File: src/rtl/adder_share_arb.sv
// adder_share_arb: round-robin sequencer that time-shares one external WIDTH-bit
// ripple adder among NREQ requesters. The winner's operands are registered onto
// the adder and held for SETTLE cycles. The sum is then captured and returned to
// the winner through a one-hot valid/ready response handshake.
module adder_share_arb #(
    parameter int NREQ   = 3,
    parameter int WIDTH  = 32,
    parameter int SETTLE = 2
) (
    input  logic                    clk,
    input  logic                    reset_n,
    input  logic [NREQ-1:0]         req_valid,
    output logic [NREQ-1:0]         req_ready,
    input  logic [NREQ*WIDTH-1:0]   req_a,
    input  logic [NREQ*WIDTH-1:0]   req_b,
    output logic [WIDTH-1:0]        add_a,
    output logic [WIDTH-1:0]        add_b,
    input  logic [WIDTH-1:0]        add_s,
    output logic [NREQ-1:0]         rsp_valid,
    input  logic [NREQ-1:0]         rsp_ready,
    output logic [WIDTH-1:0]        rsp_sum,
    output logic                    busy
);

    localparam int LW = (NREQ > 1) ? $clog2(NREQ) : 1;
    localparam int CW = (SETTLE > 1) ? $clog2(SETTLE) : 1;
    localparam logic [LW:0]     NREQ_W    = (LW+1)'(NREQ);
    localparam logic [CW-1:0]   CNT_INIT  = CW'(SETTLE - 1);
    localparam logic [LW-1:0]   LAST_INIT = LW'(NREQ - 1);
    localparam logic [NREQ-1:0] ONE_HOT0  = NREQ'(1);

    typedef enum logic [1:0] {
        ST_IDLE,
        ST_SETTLE,
        ST_RESP
    } state_t;

    state_t            state_reg;
    logic [LW-1:0]     last_reg;
    logic [CW-1:0]     cnt_reg;
    logic [WIDTH-1:0]  add_a_reg;
    logic [WIDTH-1:0]  add_b_reg;
    logic [WIDTH-1:0]  rsp_sum_reg;
    logic [NREQ-1:0]   rsp_valid_reg;

    // Candidate gi is the requester gi+1 places after the last winner, so
    // candidate 0 always holds the highest round-robin priority.
    logic [LW-1:0]     cand_idx [NREQ];
    logic [NREQ-1:0]   cand_hit;
    logic [LW-1:0]     grant_idx;
    logic              grant_any;

    generate
        for (genvar gi = 0; gi < NREQ; gi++) begin : g_cand
            logic [LW:0] cand_sum;
            // Rotate the index past the last winner, wrapping modulo NREQ.
            assign cand_sum      = {1'b0, last_reg} + (LW+1)'(gi + 1);
            assign cand_idx[gi]  = (cand_sum >= NREQ_W) ? LW'(cand_sum - NREQ_W) : LW'(cand_sum);
            assign cand_hit[gi]  = req_valid[cand_idx[gi]];
        end
    endgenerate

    // Pick the first valid candidate in rotated priority order.
    always_comb begin
        grant_idx = '0;
        for (int k = NREQ - 1; k >= 0; k--) begin
            if (cand_hit[k]) begin
                grant_idx = cand_idx[k];
            end
        end
    end

    assign grant_any = |cand_hit;

    // Accept strobe: only in IDLE and never while reset is held.
    always_comb begin
        req_ready = '0;
        if (reset_n && (state_reg == ST_IDLE) && grant_any) begin
            req_ready[grant_idx] = 1'b1;
        end
    end

    // Sequencer: accept, hold operands for the carry ripple, then respond.
    always_ff @(posedge clk or negedge reset_n) begin
        if (!reset_n) begin
            state_reg     <= ST_IDLE;
            last_reg      <= LAST_INIT;
            cnt_reg       <= '0;
            add_a_reg     <= '0;
            add_b_reg     <= '0;
            rsp_sum_reg   <= '0;
            rsp_valid_reg <= '0;
        end else begin
            case (state_reg)
                ST_IDLE: begin
                    if (grant_any) begin
                        add_a_reg <= req_a[grant_idx*WIDTH +: WIDTH];
                        add_b_reg <= req_b[grant_idx*WIDTH +: WIDTH];
                        last_reg  <= grant_idx;
                        cnt_reg   <= CNT_INIT;
                        state_reg <= ST_SETTLE;
                    end
                end
                ST_SETTLE: begin
                    if (cnt_reg == '0) begin
                        rsp_sum_reg   <= add_s;
                        rsp_valid_reg <= ONE_HOT0 << last_reg;
                        state_reg     <= ST_RESP;
                    end else begin
                        cnt_reg <= cnt_reg - 1'b1;
                    end
                end
                ST_RESP: begin
                    // Only the owner's ready bit completes the handshake.
                    if (rsp_ready[last_reg]) begin
                        rsp_valid_reg <= '0;
                        state_reg     <= ST_IDLE;
                    end
                end
                default: begin
                    state_reg <= ST_IDLE;
                end
            endcase
        end
    end

    assign add_a     = add_a_reg;
    assign add_b     = add_b_reg;
    assign rsp_sum   = rsp_sum_reg;
    assign rsp_valid = rsp_valid_reg;
    assign busy      = (state_reg != ST_IDLE);

endmodule

File: config.mk
export PLATFORM = sky130hd
export DESIGN_NAME = adder_share_arb
export DESIGN_NICKNAME = d
export VERILOG_FILES = /design/src/rtl/adder_share_arb.sv
export SDC_FILE = /design/constraint.sdc
export NUM_CORES = 1
export LEC_CHECK = 0
export CORE_AREA = 2 2 131 133
export DETAILED_ROUTE_END_ITERATION = 8
export DIE_AREA = 0 0 133 135
export MAX_ROUTING_LAYER = met4
export PLACE_DENSITY = 0.83
export REMOVE_ABC_BUFFERS = 1
export SLEW_MARGIN = 40
export SYNTH_ARGS = -nofsm -noshare
export SYNTH_HDL_FRONTEND = slang
export SYNTH_SLANG_ARGS = --single-unit
export TNS_END_PERCENT = 100
File: constraint.sdc
create_clock -name clk -period 4.4 [get_ports clk]
set_input_delay 1.32 -clock clk [delete_from_list [all_inputs] [get_ports clk]]
set_output_delay 1.32 -clock clk [all_outputs]
set_load 0.01 [all_outputs]
Word level (Yosys, flattened, before mapping) --
Index checks and enable logic that the tools add are counted.
Word-level totals: bits in registers 104, input port bits 232, output and inout port bits 103, word-level logic and storage cells 72
Operators by class: $add $sub $neg 7, $lt $le $gt $ge 9, eq/ne operators 5, shifts and indexed selects 3, multiplexer cells 27, bitwise gates (word level) 1, reductions and logical operators 13
Operators by type and width (number):
- indexed part select 96 x 8 -> 32 bit | 2
- 2-to-1 mux 2 bit | 9
- less-than comparator 2 x 3 -> 1 bit, second input constant | 5
- >= comparator 3 x 2 -> 1 bit, second input constant | 3
- 2-to-1 mux 3 bit | 3
- binary-select mux 1 bit (select 2 bit) | 4
- 2-to-1 mux 1 bit | 7
- adder 2 x 2 -> 3 bit, second input constant | 2
- != test 2 bit, second input constant | 3
- case mux 2 bit (3 select lines) | 1
- case mux 3 bit (2 select lines) | 1
- AND reduction 2 bit | 3
- AND reduction 3 bit | 2
- nonzero test 2 bit | 3
- subtractor 2 bit, second input constant | 3
- adder 2 x 1 -> 3 bit, second input constant | 1
- logical AND 1 bit | 3
- OR reduction 3 bit | 1
- left shift 1 x 2 -> 3 bit, first input constant | 1
- demux 1 bit (select 2 bit) | 1
- == test 2 x 1 -> 1 bit, second input constant | 1
- == test 2 bit, second input constant | 1
- >= comparator 2 x 1 -> 1 bit, second input constant | 1
- logical NOT 2 bit | 1
- other kinds (3) | 3

Longest topological paths before layout --
Gate-level depths: netlist of the first run.
depth after elaboration 13, mapped depth 11, depth with buffers taken out 7

Worst setup path after synthesis of the first run --
Ideal clock, no wire load.
path type input -> output, start point input port req_valid[0], end point output port req_ready[0], arrival 2393 ps, required time 3080 ps, path slack 687 ps, cell stages on the path 7, buffers on the path 2, cells stage by stage o21a_1 > a21oi_2 > o221ai_2 > buf_2 > buf_2 > nand2_1 > nor3_1
On the way: cells in the longest elaborated chain, start to end 10, elaborated cells between the ends (all ways) 17, those cells by class order compare: 2; mux: 12; reduce/logical: 3
RTL lines:
- start: declaration | line 12 | input logic [NREQ-1:0] req_valid,
- binary-select mux 1 bit (select 2 bit) | line 59 | assign cand_hit[gi] = req_valid[cand_idx[gi]];
- 2-to-1 mux 1 bit (implied by the code) | line 59
- 2-to-1 mux 2 bit (3 in a row) | line 67 | if (cand_hit[k]) begin
- less-than comparator 2 x 3 -> 1 bit (implied by the code) or >= comparator 2 x 1 -> 1 bit (tied branches) | line 79 | req_ready[grant_idx] = 1'b1;
- logical AND 1 bit (implied by the code) | line 79
- 2-to-1 mux 1 bit (implied by the code) | line 79
- demux 1 bit (select 2 bit) | line 79
- 2-to-1 mux 3 bit * | line 78 | if (reset_n && (state_reg == ST_IDLE) && grant_any) begin
- end: declaration | line 13 | output logic [NREQ-1:0] req_ready,
Every way passes the cells marked *; elsewhere a longest branch is shown, timed or not. The select of a mux whose other input is x is not followed.

Worst setup path after layout of the first run --
start point input port req_valid[1], end point output port req_ready[1]
Same word-level chain as after synthesis.

==> results_dict.tcl, run 1 <==
set metrics [dict create \
    hold_path_class "reg2reg" \
    timing.final.crit_period_ns 4.31 \
    die_h_um 135 \
    clock_sinks 104 \
    placed_cell_area_sq_um 9090 \
    clk_pin_slew_ns 0.08 \
    netlist_area_sq_um 5550 \
    worst_slew_pin_slew_ns 0.719 \
    hold_buffers 0 \
    syn_avg_cell_area_sq_um 9.71 \
    antenna_cells 0 \
    htreeDepth 3 \
    synth_edf_count 0 \
    slowest_delay_ns 0.55 \
    core_sq_um 16400 \
    powerDensity_nw_per_um2 674 \
    dieArea_sq_um 18000 \
    rows 47 \
    drc 0 \
    path_class "in2out" \
    grt_pass1_vias 5660 \
    areaGrowthSynthToFinish_pct 69.7 \
    cp.arrival_ns 2.99 \
    instances_no_fill 1105 \
    place_inst 1087 \
    drv_slew 0 \
    cts_buffer_depth 2 \
    insertion_delay_ns 0.35 \
    hold_viol 0 \
    netlist_instances 571 \
    ys.flop_type "dfrtp_1" \
    initial_utilization 0.338 \
    firstDrtPassIters 5 \
    crit_chain "clkdlybuf4s50_1 -> mux2i_1 -> nor2_1 -> o41ai_4 -> buf_4 -> nor3_1 -> dlygate4sd2_1" \
    clock_skew_ns 0.00898 \
    critPathRequiredTime_ns 3.08 \
    critical_path.endpoint_type "output pin" \
    ys_warn_count 0 \
    wirelength_mm 19.8 \
    async_flop_share 1.00 \
    cts-root-buf "clkbuf_16" \
    power_leakage_nw 3.81 \
    ios 335 \
    slew_headroom 0.520 \
    grt_max_degree 72 \
    dp.final_hpwl_mm 14.2 \
    setup_viol 0 \
    gp_congestion 0.834 \
    vdd.ir_drop.worst_mv 0.287 \
    fillers 1425 \
    cpMaxStageDelayCell "clkdlybuf4s50_1" \
    drt-initial-drc-count 258 \
    synth.distinct_cells 29 \
    fmax_ghz 0.232 \
    cts_tree "done" \
    antenna_found_initial 0 \
    synth_seq_cells 104 \
    status "finished, final reports clean" \
    grt_first_pass_wirelength_mm 30.2 \
    gr-total-overflow 0 \
    vias 5705 \
    cts_buffers 9 \
    yosysSeqAreaShare 0.470 \
    design_area_sq_um 9410 \
    tns_ns 0 \
    grt_setup_unrepaired "false" \
    min_period_over_period 0.979 \
    port_buffers 334 \
    cap_violations 0 \
    grt_usage 0.221 \
    via_per_inst 5.16 \
    drtAntennaViolNets 0 \
    cp-start-kind "input pin" \
    drive_above_1_share 0.0893 \
    wl_per_cell_um 17.9 \
    nNetsFinal 1118 \
    crit_fanout 4 \
    die-width_um 133 \
    power_mw 6.35 \
]
[metal layers]
layer	vias up	GRT usage	wire [um]
li1	2676	-	-
met1	2725	0.252	7840
met2	270	0.381	9940
met3	34	0.0533	1490
met4	0	0.0800	514
met5	-	-	0
[critical path, delay by kind of cell]
family	cells	cell delay (ns)
AOI/OAI and AO/OA	1	0.11
buffers and inverters	3	1.03
muxes	1	0.10
and+or+nand+nor	2	0.43
[cells by family after synthesis]
kind of cell,share of synthesized area
AO/OA/AOI/OAI,0.214
adder cells (fa/ha/maj),0.0135
buffers and inverters,0.0526
flip-flops,0.470
multiplexers,0.0686
AND/OR/NAND/NOR,0.182
[layout make-up]
cell class | instances | area, sq um | share of cell area
repair buffers | 353 | 3510 | 0.373
multi-input cells | 405 | 2710 | 0.288
flip-flops and latches | 104 | 2600 | 0.277
well taps | 220 | 275 | 0.0292
clock buffers | 10 | 239 | 0.0254
clock inverters | 6 | 52.6 | 0.00558
inverters | 7 | 26.3 | 0.00279
[through the flow]
stage	setup WS [ns]	utilization	hold WS, ns
3_3_place_gp	-0.191	0.554	0.460
3_5_place_dp	-0.216	0.554	0.465
6_report	0.0942	0.574	0.476
4_1_cts	0.0787	0.573	0.483
5_1_grt	0.00207	0.574	0.496
2_1_floorplan	-4.27	-	0.486
[final timing paths]
check | cells after the start | slack [ns] | start | end
worst max-delay path | 7 | 0.09 | req_valid[1] | req_ready[1]
worst min-delay path | 2 | 0.48 | add_b[27]$_DFFE_PN0P_ | add_b[27]$_DFFE_PN0P_
worst max register to register | 10 | 0.55 | last_reg[1]$_DFFE_PN1P_ | add_b[22]$_DFFE_PN0P_
worst min register to register | 2 | 0.48 | add_b[27]$_DFFE_PN0P_ | add_b[27]$_DFFE_PN0P_
max in group asynchronous | 3 | 2.12 | reset_n | state_reg[1]$_DFFE_PN0P_
min in group asynchronous | 2 | 1.12 | reset_n | add_b[28]$_DFFE_PN0P_
[repair_timing]
item,CTS,global route
gates resized for setup,4,3
setup endpoints to repair,3,3
setup buffers,2,0
[power breakdown]
part,total (mW),leakage (nW),switching (mW),internal (mW)
Combinational,3.83,2.42,1.93,1.90
Clock,0.795,0.131,0.387,0.408
Sequential,1.72,1.26,0.254,1.47
Total,6.35,3.81,2.58,3.77
[cells in the final DEF, fill, tap and decap left out, drive strengths merged, types with 2 or more instances in the layout]
master	synthesis	layout
clkdlybuf4s50	0	329
dfrtp	103	103
nand2	72	72
nor2	68	68
and2	66	66
a221oi	64	64
o31ai	64	64
mux2	32	32
buf	43	20
clkbuf	12	10
inv	7	9
ha	6	6
o21ai	6	6
nand2b	5	5
clkinvlp	0	4
nor3	3	3
a22o	3	3
dlygate4sd2	0	3
mux2i	2	2
o21a	2	2
o22ai	2	2
a21oi	2	2
nor2b	2	2
nand3	2	2
[cell usage after synthesis (all sizes together), types with 3 or more instances]
cell	instances	share of area
dfrtp	103	0.46
nand2	72	0.049
nor2	68	0.046
and2	66	0.074
a221oi	64	0.10
o31ai	64	0.087
buf	43	0.040
mux2	32	0.065
clkbuf	12	0.0081
inv	7	0.0047
ha	6	0.014
o21ai	6	0.0054
nand2b	5	0.0056
a22o	3	0.0047
nor3	3	0.0027
Note: power is estimated with default switching activity, not from simulation.
==> run 2: changes to the inputs <==
CORE_AREA = 2 2 132 134   (was 2 2 131 133)
DIE_AREA = 0 0 134 136   (was 0 0 133 135)
SKIP_CTS_REPAIR_TIMING = 1   (was unset)
clock period = 4.2 ns   (was 4.4 ns; I/O delays follow)
==> run 2 against run 1 <==
Compared with the run above: count of clock-buffer cells in the layout decreased by 1; non-clock buffer count did not move; core utilization down 1.6 points; critical path depth stayed put; global-route usage decreased by 0.12 points; first-iteration DRC count rose by 8.5%; register-to-register slack better by 0.31 ns; sequential power up 5%; final cell count grew 0.45%; critical path type unchanged; largest cell class unchanged.
==> results_dict.tcl, run 2 (synthesis gave the netlist of run 1 again) <==
set metrics [dict create \
    clk_pin_slew_ns 0.08 \
    worst_slew_pin_slew_ns 0.776 \
    gp_congestion 0.811 \
    die_h_um 136 \
    clock_skew_ns 0.0122 \
    min_path_cells 2 \
    fmax_ghz 0.240 \
    critical-path-top-delay-family "buffers and inverters" \
    antenna_cells 0 \
    antenna_found_initial 0 \
    nNetsFinal 1118 \
    slowest_delay_ns 0.48 \
    path_depth 7 \
    drc 0 \
    clkPwrFrac 0.123 \
    final-seq-area_sq_um 2600 \
    slew_headroom 0.483 \
    power_mw 6.62 \
    swShare 0.408 \
    cts_buffer_depth 2 \
    rows 48 \
    drv_slew 0 \
    combinationalPowerShare 0.605 \
    cp-start-kind "input pin" \
    multi_input_comb_area_sq_um 2710 \
    seq_power_share 0.271 \
    cts-root-buf "clkbuf_16" \
    final_util 0.558 \
    cp.arrival_ns 2.90 \
    setup_viol 0 \
    r2r_end "add_b[28]$_DFFE_PN0P_" \
    placed_cell_area_sq_um 9100 \
    grt_pass1_vias 5622 \
    hold_viol 0 \
    grt_usage 0.220 \
    drt-initial-drc-count 280 \
    design_area_sq_um 9420 \
    via_per_inst 5.17 \
    min_period_over_period 0.991 \
    layout_common_cells "clkdlybuf4s50_1 (329), dfrtp_1 (103), nand2_1 (72)" \
    whs_ns 0.477 \
    pre_cts_ws_ns -0.284 \
    p_int_mw 3.92 \
    p_switching_mw 2.70 \
    areaGrowthSynthToFinish_pct 69.9 \
    ios 335 \
    layout_commonest_cell "clkdlybuf4s50_1" \
    clock_sinks 104 \
    r2r_slack_ns 0.86 \
    drtAntennaViolNets 0 \
    hp-start "add_a[18]$_DFFE_PN0P_" \
    grt_first_pass_wirelength_mm 30.1 \
    cts_tree "done" \
    hold_path_class "reg2reg" \
    path_class "in2out" \
    instances_no_fill 1110 \
    top_usage_layer "met2" \
    insertion_delay_ns 0.35 \
    drive_above_1_share 0.0893 \
    core_sq_um 16900 \
    tns_ns 0 \
    timing.final.crit_period_ns 4.16 \
    critical_path.endpoint_type "output pin" \
    crit_chain "clkdlybuf4s50_1 -> and2_1 -> o21a_1 -> o41ai_4 -> buf_4 -> nor3_1 -> dlymetal6s2s_1" \
    met3_usage 0.0585 \
    grt_setup_unrepaired "false" \
    worst_slack_ns 0.0365 \
    gr-total-overflow 0 \
    wl_per_cell_um 17.9 \
    vias 5742 \
    place_inst 1093 \
    vdd.ir_drop.worst_mv 0.488 \
    fillers 1473 \
    crit_fanout 5 \
    initial_utilization 0.329 \
    die-width_um 134 \
    grt_use_met2 0.379 \
    powerDensity_nw_per_um2 703 \
    dp.final_hpwl_mm 14.1 \
    cts_buffers 9 \
    min_to "add_a[18]$_DFFE_PN0P_" \
    cap_violations 0 \
    grt_use_met1 0.248 \
    reg2reg_depth 9 \
    grt_max_degree 87 \
    firstDrtPassIters 5 \
    crit_buf_inv 3 \
    port_buffers 334 \
    dieArea_sq_um 18200 \
    power_leakage_nw 3.85 \
    cpMaxStageDelayCell "clkdlybuf4s50_1" \
    critPathRequiredTime_ns 2.94 \
    htreeDepth 3 \
    r2r-start "last_reg[1]$_DFFE_PN1P_" \
    status "finished, final reports clean" \
    wirelength_mm 19.9 \
]
run 2: worst max-delay path by stage:
stage	slack, ns	start	endpoint
floorplan	-4.35	req_valid[0]	req_ready[0]
global placement	-0.26	req_valid[0]	req_ready[2]
detailed placement	-0.28	req_valid[0]	req_ready[1]
CTS	-0.30	req_valid[0]	req_ready[2]
global route	0.007	req_valid[2]	req_ready[2]
finish	0.04	req_valid[2]	req_ready[2]
run 2: area by class of cell:
cell class	count	area share
clock buffer	9	0.0239
clock inverter	7	0.00584
inverter	7	0.00279
multi-input combinational	405	0.287
sequential	104	0.276
tap	225	0.0299
timing repair buffer	353	0.374
run 2: worst min-delay path: cells and delay by family, from the launching register on:
| family | cells | cell delay (ns) |
|---|---|---|
| compound gates | 1 | 0.05 |
| simple gates | 1 | 0.05 |
| flops | 1 | 0.34 |
run 2: routing by layer:
metal / part of all wire / vias to the layer above
met1: 0.41 / 2775
li1: - / 2680
met5: 0 / -
met4: 0.019 / 0
met2: 0.50 / 259
met3: 0.077 / 28
run 2: power groups by stage:
stage | clock [mW] | sequential (mW) | combinational, mW
after floorplan | 0 | 2.04 | 1.90
after global placement | 0 | 1.79 | 3.94
after detailed placement | 0 | 1.82 | 4.02
after CTS | 0.844 | 1.80 | 4.03
after global routing | 0.888 | 1.86 | 4.36
final | 0.817 | 1.80 | 4.01
==> run 3: changes to the inputs <==
CTS_CLUSTER_SIZE = 28   (was unset)
==> results of run 3 <==
No change in the layout: final DEF, timing and power equal those of run 2.
